### config.mk
export PLATFORM = sky130hd
export DESIGN_NAME = sw_led_ctrl
export DESIGN_NICKNAME = d
export VERILOG_FILES = /design/src/rtl/sw_led_ctrl.sv
export SDC_FILE = /design/constraint.sdc
export NUM_CORES = 1
export LEC_CHECK = 0
export ABC_AREA = 1
export BUFFER_PORTS_ARGS = -buffer_cell sky130_fd_sc_hd__buf_2
export CORE_MARGIN = 2
export CORE_UTILIZATION = 50
export DETAILED_ROUTE_END_ITERATION = 10
export GPL_TIMING_DRIVEN = 0
export PLACE_DENSITY = 0.73
export SYNTH_ARGS = -nofsm -noshare
export SYNTH_HDL_FRONTEND = slang
export SYNTH_SLANG_ARGS = --single-unit
### constraint.sdc
create_clock -name clk -period 1.4 [get_ports clk]
set_clock_uncertainty 0.1 [all_clocks]
set_input_delay 0.28 -clock clk [delete_from_list [all_inputs] [get_ports clk]]
set_output_delay 0.28 -clock clk [all_outputs]
set_load 0.05 [all_outputs]
### src/rtl/sw_led_ctrl.sv
// Per-channel switch conditioning (sync, debounce, press detect) driving a
// three-mode LED FSM, plus a shared free-running blink divider and heartbeat.
module sw_led_ctrl #(
    parameter int NUM_CH          = 4,
    parameter int DEBOUNCE_CYCLES = 4,
    parameter int BLINK_DIV_W     = 3
) (
    input  logic                  clk,
    input  logic                  rst,
    input  logic [NUM_CH-1:0]     sw,
    output logic [NUM_CH-1:0]     led,
    output logic                  led_hb,
    output logic [NUM_CH-1:0]     press_pulse,
    output logic [2*NUM_CH-1:0]   mode
);

    localparam int CNT_W = $clog2(DEBOUNCE_CYCLES + 1);
    localparam logic [CNT_W-1:0] CNT_LAST = CNT_W'(DEBOUNCE_CYCLES - 1);

    localparam logic [1:0] MODE_OFF   = 2'b00;
    localparam logic [1:0] MODE_ON    = 2'b01;
    localparam logic [1:0] MODE_BLINK = 2'b10;

    logic [BLINK_DIV_W-1:0] div_reg;
    logic                   led_hb_reg;
    logic                   phase;

    assign phase  = div_reg[BLINK_DIV_W-1];
    assign led_hb = led_hb_reg;

    always_ff @(posedge clk or posedge rst) begin
        if (rst) begin
            div_reg    <= '0;
            led_hb_reg <= 1'b0;
        end else begin
            div_reg    <= div_reg + BLINK_DIV_W'(1);
            led_hb_reg <= phase;
        end
    end

    genvar gi;
    generate
        for (gi = 0; gi < NUM_CH; gi++) begin : g_ch
            logic             s1_reg;
            logic             s2_reg;
            logic             db_reg;
            logic             db_prev_reg;
            logic [CNT_W-1:0] cnt_reg;
            logic [1:0]       mode_reg;
            logic [1:0]       mode_next;
            logic             pulse_reg;
            logic             led_reg;
            logic             rise;

            assign rise = db_reg & ~db_prev_reg;

            always_comb begin
                mode_next = mode_reg;
                if (rise) begin
                    case (mode_reg)
                        MODE_OFF:   mode_next = MODE_ON;
                        MODE_ON:    mode_next = MODE_BLINK;
                        default:    mode_next = MODE_OFF;
                    endcase
                end
            end

            always_ff @(posedge clk or posedge rst) begin
                if (rst) begin
                    s1_reg      <= 1'b0;
                    s2_reg      <= 1'b0;
                    db_reg      <= 1'b0;
                    db_prev_reg <= 1'b0;
                    cnt_reg     <= '0;
                    mode_reg    <= MODE_OFF;
                    pulse_reg   <= 1'b0;
                    led_reg     <= 1'b0;
                end else begin
                    s1_reg      <= sw[gi];
                    s2_reg      <= s1_reg;
                    db_prev_reg <= db_reg;
                    // Any sample agreeing with the accepted level restarts the run.
                    if (s2_reg == db_reg) begin
                        cnt_reg <= '0;
                    end else if (cnt_reg == CNT_LAST) begin
                        db_reg  <= s2_reg;
                        cnt_reg <= '0;
                    end else begin
                        cnt_reg <= cnt_reg + CNT_W'(1);
                    end
                    pulse_reg <= rise;
                    mode_reg  <= mode_next;
                    led_reg   <= (mode_reg == MODE_ON) | ((mode_reg == MODE_BLINK) & phase);
                end
            end

            assign led[gi]            = led_reg;
            assign press_pulse[gi]    = pulse_reg;
            assign mode[2*gi+1:2*gi]  = mode_reg;
        end
    endgenerate

endmodule

After elaboration in Yosys (flattened, before gate mapping)
Cells that the tools add are included.

Bits in registers: 48. Input bits: 6. Word-level logic and storage cells: 95.

Add/subtract/negate cells: 5. Eq/ne operators: 16. Mux-type cells: 12. Bitwise operators: 20. Reductions and logical operators: 8.

Operators by type and width (count): 2-to-1 mux 3 bit (8); case mux 2 bit (2 select lines) (4); adder 3 x 1 -> 3 bit, second input constant (5); equality test 3 x 2 -> 1 bit, second input constant (4); AND 1 bit (8); equality test 2 x 1 -> 1 bit, second input constant (4); equality test 2 bit, second input constant (4); logical NOT 2 bit (4); inverter 1 bit (8); AND reduction 2 bit (4); equality test 1 bit (4); OR 1 bit (4).

Depth between registers and ports, before layout
Gate-level depths: netlist of run 1.

Word-level depth: 3. Gate-level depth with buffers: 4.

Worst setup path after synthesis of run 1
No wires, ideal clock.

Path kind: register to register. From: reg g_ch[0].mode_reg[1]. To: reg g_ch[0].mode_reg[0]. Library setup time: 118 ps. Data arrival time: 887 ps. Required time: 1182 ps. Path slack: 295 ps. Stages on the path, launching flop included: 4. Period minus slack after synthesis: 1105 ps. Cell sequence: dfrtp_1 > nor2_1 > nand2_1 > nand2_1.

Cells in the longest elaborated chain, start to end: 2.

RTL lines: start: declaration (RTL line 49) `logic [1:0] mode_reg;`; start signal: assignment (RTL line 92) `mode_reg <= mode_next;`; equality test 2 x 1 -> 1 bit / logical NOT 2 bit (equally long branches) (RTL line 60) `case (mode_reg)`; case mux 2 bit (2 select lines) (*) (RTL line 60).

Mark *: on every way between the ends. The rest lies on a longest branch, timed or not. A chain may end at the register's enable or synchronous reset.

Worst setup path in the final report of run 1
From: reg g_ch[3].pulse_reg. To: out press_pulse[3].

RTL lines: start: declaration (RTL line 51) `logic pulse_reg;`; start signal: assignment (RTL line 91) `pulse_reg <= rise;`; end: declaration (RTL line 13) `output logic [NUM_CH-1:0] press_pulse,`.

No word-level cell between the ends.

==> impl_metrics.toml, run 1 <==
[place]
dpl.hpwl_um = 1770
routabilityCongestion = 0.781
dp.cells = 262
portBuffers = 22
preCtsSetupSlack_ns = 0.207
place_area_um2 = 2050

[floorplan]
num_io_pins = 23
core.rowCount = 22
die_y_um = 65.3
core_area_um2 = 3630
dieWidth_um = 65.3
start_util_pct = 51.8
fp.dieArea_um2 = 4270

[critical_path]
cp-end-kind = "primary output"
crit_path_max_incr_delay_ns = 0.37
timing.rr.end = "g_ch[3].cnt_reg[1]"
critPathBufInv = 2
reg2reg_slack_ns = 0.34
cp_max_fo = 1
critical_path.top_delay_family = "flip-flops"
cp.required_ns = 1.02
cp_slowest_cell = "dfrtp_1"
critical_path_arrival_ns = 0.99
path_class = "flop to primary output"
r2r-start = "g_ch[3].cnt_reg[0]"
worstPathCellList = "buf_4, buf_2"
ff2ff_path_depth = 4
crit_path_start_kind = "flop"

[synth]
synthXorXnorAreaFrac_pct = 0.466
synthCells = 192
syn-num-nets = 203
synthAdderAreaFrac_pct = 3.33
avgSynthCellArea_um2 = 9.79
synthMuxAreaShare_pct = 0
ys_seq_elements = 48
synthSimpleGateAreaFrac_pct = 21.7
ys_types = 12
synth_compound_area_share_pct = 1.06
netlist_area_um2 = 1880
synth_top_family_by_area = "simple AND/OR/NAND/NOR gates"
yosysSeqAreaShare_pct = 63.9
yosys_warnings = 0

[routing]
top_layer_used = "met4"
vias = 1184
ant_nets = 0
drc = 0
totalWireLength_um = 2520
met2_length_um = 1190
drt-met1-wl_um = 1150
dr.first_iter.drc_count = 65
viasPerCell = 4.34
dr.pass1.iters = 4
dr_wl_met3_um = 123
wl_per_cell_um = 9.23

[final_layout]
layout-drive-gt1-share_pct = 24.0
num_antenna_cells = 0
stdcell_area_um2 = 2210
fin_cells = 273
layout_common_cells = "58 x nand2_1, 48 x dfrtp_1, 27 x inv_1"
largest_reg_flops = 12
nets = 236
layout_commonest_cell = "nand2_1"
final_util_pct = 60.8
syn2layout_area_growth_pct = 17.4

[sta]
max_freq_ghz = 0.732
setup_viol = 0
hold_viol = 0
min_period_ns = 1.37
fin_ws_ns = 0.0345
tns_ns = 0
slew_viol_final = 0
grt_setup_unrepaired = "no"
slew_headroom_pct = 36.5
timing.hold.ws_ns = 0.0762
period_share_pct = 97.5
worstMarginPinSlew_ns = 0.950

[global_route]
track_usage_pct = 14.3
first_global_vias = 1133
grt_overflow_total = 0
grt_pass1_wl_um = 4560
grt_max_degree = 49
antenna_found_initial = 0

[clock_tree]
cts_buffers = 5
clk_pin_slew_ns = 0.08
root_buffer = "clkbuf_8"
htree_levels = 2
clockBufferDepth = 2
cts_setup_buffers = 0
clk_latency_ns = 0.29
clock_sinks = 48
cts_tree = "done"

[outcome]
status = "finished, final reports clean"

[run]
cap_viol_max_count = 0

[power_and_ir_drop]
total_power_mw = 4.97
ir_drop_v = 0.000933
cellLeakagePower_nw = 1.20
power_density_nw_per_um2 = 2250

[min_path]
hold_path_class = "primary input to async pin"
## Yosys cell counts (all sizes together)
cell type / count / area share, %
a21oi: 4 / 1.1
nand3: 4 / 1.1
buf: 8 / 3.2
nand2: 66 / 14
ha: 5 / 3.3
dfrtp: 48 / 64
nor2: 24 / 6.4
xor2: 1 / 0.47
inv: 32 / 6.4
## worst max-delay path by stage
stage,to,slack [ns],depth (start not counted),from
after floorplan,g_ch[0].mode_reg[0],0.30,3,g_ch[0].mode_reg[1]
after global placement,g_ch[3].mode_reg[0],0.21,2,rst
after detailed placement,g_ch[3].db_prev_reg,0.21,2,rst
after CTS,mode[7],0.007,1,g_ch[3].mode_reg[1]
after global routing,press_pulse[3],0.003,2,g_ch[3].pulse_reg
final,press_pulse[3],0.03,2,g_ch[3].pulse_reg
## final cells by class
type                       count  area (um^2)
tap                           48         60.1
fill                         313         1430
multi-input combinational    104          499
timing repair buffer          26          168
sequential                    48         1200
clock buffer                   7         96.3
buffer                         8         60.1
inverter                      32          124
## layer usage
metal	track usage (%)	vias up
met5	0	-
met4	7.03	0
met3	4.62	5
met2	24.0	21
met1	16.6	539
li1	-	619
## logic make-up after synthesis
kind of cell / Yosys count
buf+inv: 40
simple gates: 94
flops: 48
fa+ha+maj: 5
compound gates: 4
xor+xnor: 1
## where the power goes
part           internal [mW]  switching [mW]  leakage (nW)  total [mW]
Clock                  0.439           0.407        0.0503       0.847
Sequential              1.80           0.300         0.607        2.10
Combinational          0.653            1.37         0.543        2.02
## timing repair
item / in CTS / in global routing
hold endpoints to repair: 4 / 0
hold buffers: 4 / 0
endpoints found under the setup margin: 0 / 7
gates resized for setup: 0 / 8
Note: power is estimated with default switching activity, not from simulation.
==> run 2: changes to the inputs <==
--- a/config.mk
+++ b/config.mk
@@ -5,10 +5,12 @@
 export SDC_FILE = /design/constraint.sdc
 export NUM_CORES = 1
 export LEC_CHECK = 0
-export ABC_AREA = 1
+export ABC_AREA = 0
 export BUFFER_PORTS_ARGS = -buffer_cell sky130_fd_sc_hd__buf_2
+export CELL_PAD_IN_SITES_DETAIL_PLACEMENT = 0
+export CELL_PAD_IN_SITES_GLOBAL_PLACEMENT = 1
 export CORE_MARGIN = 2
-export CORE_UTILIZATION = 50
+export CORE_UTILIZATION = 42
 export DETAILED_ROUTE_END_ITERATION = 10
 export GPL_TIMING_DRIVEN = 0
 export PLACE_DENSITY = 0.73
==> impl_metrics.toml, run 2 <==
[sta]
hold_viol = 0
grt_setup_unrepaired = "no"
timing.hold.ws_ns = 0.0836
slew_viol_final = 0
tns_ns = 0
slew_headroom_pct = 35.4
period_share_pct = 97.0
max_freq_ghz = 0.737
min_period_ns = 1.36
worstMarginPinSlew_ns = 0.966
setup_viol = 0

[critical_path]
timing.rr.end = "g_ch[1].db_reg"
crit_path_start_kind = "flop"
path_class = "flop to primary output"
cp-end-kind = "primary output"
cp.required_ns = 1.02
ff2ff_path_depth = 3
r2r-start = "g_ch[1].cnt_reg[0]"
critical_path_arrival_ns = 0.98
crit_start = "g_ch[0].led_reg"
reg2reg_slack_ns = 0.14
cp_max_fo = 1
critPathCapture = "led[0]"

[place]
dpl.hpwl_um = 1580
portBuffers = 22
dp.cells = 188
routabilityCongestion = 0.664

[final_layout]
num_antenna_cells = 0
syn2layout_area_growth_pct = 18.1
nets = 160
layout_common_cells = "48 x dfrtp_1, 15 x buf_4, 10 x buf_2"
layout-drive-gt1-share_pct = 38.9
fin_cells = 199
layout_commonest_cell = "dfrtp_1"
largest_reg_flops = 12

[floorplan]
core.rowCount = 23
die_y_um = 69.7
core_area_um2 = 4090
start_util_pct = 44.4
fp.dieArea_um2 = 4860
dieWidth_um = 69.7
num_io_pins = 23

[synth]
netlist_area_um2 = 1810
synth.most_common_cell = "dfrtp_1"
ys_types = 15
synthCells = 116
async_flop_share_pct = 100
synth_top_area_share_pct = 66.3
avgSynthCellArea_um2 = 15.6
synthMuxAreaShare_pct = 9.11
ys_seq_elements = 48
yosysSeqAreaShare_pct = 66.3
syn-num-nets = 127
synth_top_family_by_area = "simple AND/OR/NAND/NOR gates"
yosysTopAreaCell = "dfrtp_1"
synthXorXnorAreaFrac_pct = 2.42
synth-edff-count = 0
synth_commonest_cells = "48 x dfrtp_1, 8 x buf_4, 8 x mux2_4, 8 x nor2b_4"
synth_compound_area_share_pct = 1.66
yosys_warnings = 0
ys_top_cells_by_area = "dfrtp_1 66%, mux2_4 6.6%, nor2b_4 6.1%"
synthFlopType = "dfrtp_1"
synthAdderAreaFrac_pct = 3.45
synthSimpleGateAreaFrac_pct = 13.4

[clock_tree]
clock_sinks = 48
root_buffer = "clkbuf_8"
cts_setup_buffers = 0
clk_pin_slew_ns = 0.08
cts_buffers = 5
htree_levels = 2
cts_tree = "done"
clockBufferDepth = 2
clk_latency_ns = 0.29

[routing]
dr.first_iter.drc_count = 25
drt-met1-wl_um = 933
top_layer_used = "met4"
dr.pass1.iters = 4
vias = 931
viasPerCell = 4.68
met2_length_um = 1190
drc = 0
dr_wl_met3_um = 121
wl_per_cell_um = 11.5
totalWireLength_um = 2300
ant_nets = 0

[global_route]
first_global_vias = 938
track_usage_pct = 11.2
antenna_found_initial = 0
grt_pass1_wl_um = 4120
grt_max_degree = 49
grt_overflow_total = 0

[power_and_ir_drop]
ir_drop_v = 0.000860
cellLeakagePower_nw = 1.04
power_density_nw_per_um2 = 2380

[run]
cap_viol_max_count = 0

[min_path]
hold_path_class = "primary input to async pin"

[outcome]
status = "finished, final reports clean"
## run 2: changes by cell type after synthesis, moves of 6 or more
| cell | change |
|---|---|
| nor3b_1 | +6 |
| nand2_1 | -54 |
| inv_1 | -26 |
| nor2b_4 | +8 |
| nand2_2 | -8 |
| nor2_1 | -16 |
| mux2_4 | +8 |
| nor2b_1 | +6 |
## run 2: cell families (layout without fill, tap and decap cells)
kind of cell / after synthesis / in the layout
mux: 12 / 12
flops: 48 / 48
compound gates: 4 / 4
buf+inv: 10 / 43
xor+xnor: 5 / 5
simple gates: 32 / 32
fa+ha+maj: 5 / 5
## run 2: worst min path at each step
| stage | from | end | slack, ns | depth (start not counted) |
|---|---|---|---|---|
| after floorplan | rst | div_reg[0] | 0.21 | 1 |
| after global placement | g_ch[1].s1_reg | g_ch[1].s2_reg | 0.23 | 0 |
| after detailed placement | g_ch[1].s1_reg | g_ch[1].s2_reg | 0.24 | 0 |
| after CTS | rst | g_ch[3].s2_reg | 0.12 | 2 |
| after global routing | rst | g_ch[3].s2_reg | 0.16 | 2 |
| final | rst | g_ch[3].s2_reg | 0.08 | 2 |
## run 2: per-stage QoR
step	power (mW)	cell area [um^2]	worst slack [ns]	util, %
floorplan	3.91	1820	0.122	-
global placement	4.22	1990	0.189	48.7
detailed placement	4.29	1990	0.143	48.7
CTS	5.09	2110	0.00470	51.7
global route	5.41	2140	0.000258	52.4
finish	5.09	2140	0.0426	52.4
## run 2: layout make-up
| cell class | instances | area, um^2 |
|---|---|---|
| fillers | 352 | 1950 |
| flip-flops and latches | 48 | 1200 |
| multi-input cells | 58 | 544 |
| repair buffers | 26 | 180 |
| clock buffers | 5 | 68.8 |
| well taps | 50 | 62.6 |
| plain buffers | 8 | 60.1 |
| clock inverters | 2 | 12.5 |
| inverters | 2 | 11.3 |
## run 2: routing by layer
layer,track usage (%),vias up
li1,-,436
met1,11.1,470
met2,19.3,18
met3,5.38,7
met4,5.77,0
met5,0,-
## run 2: repair_timing
action,in CTS,in global routing
hold endpoints to repair,4,0
hold buffers,4,0
resized for setup,1,17
gates cloned,0,0
setup endpoints to repair,1,11
## run 2: critical path, cell delays in order, from the launching register on
cell     delay, ns
dfrtp_1       0.37
buf_4         0.12
buf_2         0.20
## run 2: power breakdown
part / internal [mW] / switching [mW] / leakage [nW]
Clock: 0.338 / 0.412 / 0.0400
Combinational: 0.985 / 1.21 / 0.396
Sequential: 1.83 / 0.319 / 0.601
==> run 3: changes to the inputs <==
--- a/config.mk
+++ b/config.mk
@@ -5,12 +5,12 @@
 export SDC_FILE = /design/constraint.sdc
 export NUM_CORES = 1
 export LEC_CHECK = 0
-export ABC_AREA = 0
+export ABC_AREA = 1
 export BUFFER_PORTS_ARGS = -buffer_cell sky130_fd_sc_hd__buf_2
 export CELL_PAD_IN_SITES_DETAIL_PLACEMENT = 0
 export CELL_PAD_IN_SITES_GLOBAL_PLACEMENT = 1
 export CORE_MARGIN = 2
-export CORE_UTILIZATION = 42
+export CORE_UTILIZATION = 39
 export DETAILED_ROUTE_END_ITERATION = 10
 export GPL_TIMING_DRIVEN = 0
 export PLACE_DENSITY = 0.73
==> impl_metrics.toml, run 3 (same netlist as run 1, synthesis figures left out) <==
[final_layout]
layout_commonest_cell = "nand2_1"
largest_reg_flops = 12
syn2layout_area_growth_pct = 18.3
nets = 236
layout_common_cells = "58 x nand2_1, 48 x dfrtp_1, 27 x inv_1"
final_util_pct = 47.4
stdcell_area_um2 = 2220
num_antenna_cells = 0
layout-drive-gt1-share_pct = 24.3

[routing]
vias = 1189
drc = 0
ant_nets = 0
viasPerCell = 4.25
totalWireLength_um = 2590
dr.first_iter.drc_count = 114
wl_per_cell_um = 9.25
dr.pass1.iters = 4

[floorplan]
start_util_pct = 40.1
core_area_um2 = 4690
die_y_um = 73.4
num_io_pins = 23
core.rowCount = 25
dieWidth_um = 73.4
fp.dieArea_um2 = 5390

[critical_path]
cp-end-kind = "primary output"
worstPathCellList = "buf_4, buf_2"
crit_path_max_incr_delay_ns = 0.37
cp.required_ns = 1.02
critPathBufInv = 2
crit_path_start_kind = "flop"
critical_path.top_delay_family = "flip-flops"
critical_path_arrival_ns = 0.98
cp_max_fo = 1
path_class = "flop to primary output"
cp_slowest_cell = "dfrtp_1"

[sta]
grt_setup_unrepaired = "no"
slew_viol_final = 0
hold_viol = 0
min_period_ns = 1.36
timing.hold.ws_ns = 0.0969
tns_ns = 0
max_freq_ghz = 0.737
slew_headroom_pct = 33.0
period_share_pct = 96.9
setup_viol = 0
worstMarginPinSlew_ns = 1.00

[clock_tree]
htree_levels = 2
clk_pin_slew_ns = 0.08
clk_latency_ns = 0.29
cts_tree = "done"
cts_buffers = 5
clock_sinks = 48
clockBufferDepth = 2
root_buffer = "clkbuf_8"

[power_and_ir_drop]
p_int_mw = 2.89
total_power_mw = 4.99
ir_drop_v = 0.000943
p_sw_mw = 2.10
p_comb_share_pct = 41.3
power_frac_clock_pct = 16.6
switching_share_pct = 42.1
seqPwrFrac_pct = 42.1
cellLeakagePower_nw = 1.20
power_density_nw_per_um2 = 2240

[place]
place_area_um2 = 2060
dpl.hpwl_um = 1760
portBuffers = 22
routabilityCongestion = 0.742

[global_route]
antenna_found_initial = 0
grt_max_degree = 49
grt_overflow_total = 0
first_global_vias = 1086
track_usage_pct = 10.9
grt_pass1_wl_um = 4420

[outcome]
status = "finished, final reports clean"

[run]
cap_viol_max_count = 0

[min_path]
hold_path_class = "primary input to async pin"
run 3: layout make-up:
cell class	count	area, um^2
clock inverters	2	10.0
multi-input cells	104	499
repair buffers	26	180
plain buffers	8	60.1
well taps	54	67.6
clock buffers	6	82.6
inverters	32	124
flip-flops and latches	48	1200
fillers	451	2470
run 3: per-stage QoR:
step / worst slack [ns] / instances
final: 0.0430 / 280
after global routing: 0.00202 / 280
after CTS: 0.0132 / 280
after detailed placement: 0.153 / 268
after floorplan: 0.295 / 192
after global placement: 0.155 / 268
run 3: what timing repair did:
| action | 4_1_cts | 5_1_grt |
|---|---|---|
| gates resized for setup | 2 | 17 |
| hold buffers | 4 | 0 |
| pin swaps | 0 | 0 |
| endpoints found under the setup margin | 2 | 10 |
| cloned | 0 | 0 |
| endpoints found under the hold margin | 4 | 0 |
| buffers inserted | 0 | 0 |
run 3: power groups by stage:
stage | Clock [mW] | Combinational, mW | Sequential [mW]
6_report | 0.826 | 2.06 | 2.10
5_1_grt | 0.934 | 2.26 | 2.16
4_1_cts | 0.875 | 2.01 | 2.11
3_5_place_dp | 0 | 1.99 | 2.13
3_3_place_gp | 0 | 1.97 | 2.13
2_1_floorplan | 0 | 1.31 | 2.42
run 3: path summary, 6_finish.rpt:
check | from | to | slack, ns | cells after the start
max in group asynchronous | rst | g_ch[1].s2_reg | 0.56 | 2
min in group clk | g_ch[3].s1_reg | g_ch[3].s2_reg | 0.25 | 0
setup / recovery | g_ch[1].led_reg | led[1] | 0.04 | 2
hold reg to reg | g_ch[3].s1_reg | g_ch[3].s2_reg | 0.25 | 0
hold / removal | rst | g_ch[2].s1_reg | 0.1 | 2
setup reg to reg | g_ch[1].cnt_reg[0] | g_ch[1].cnt_reg[1] | 0.34 | 4
run 3: layer usage:
metal  vias up  part of all wire [%]  global-route usage, %
met5         -                     0                      0
met4         0                   1.2                   4.85
met3         4                   4.8                   4.53
met2        24                    46                   17.4
met1       538                    47                   12.8
li1        623                     -                      -
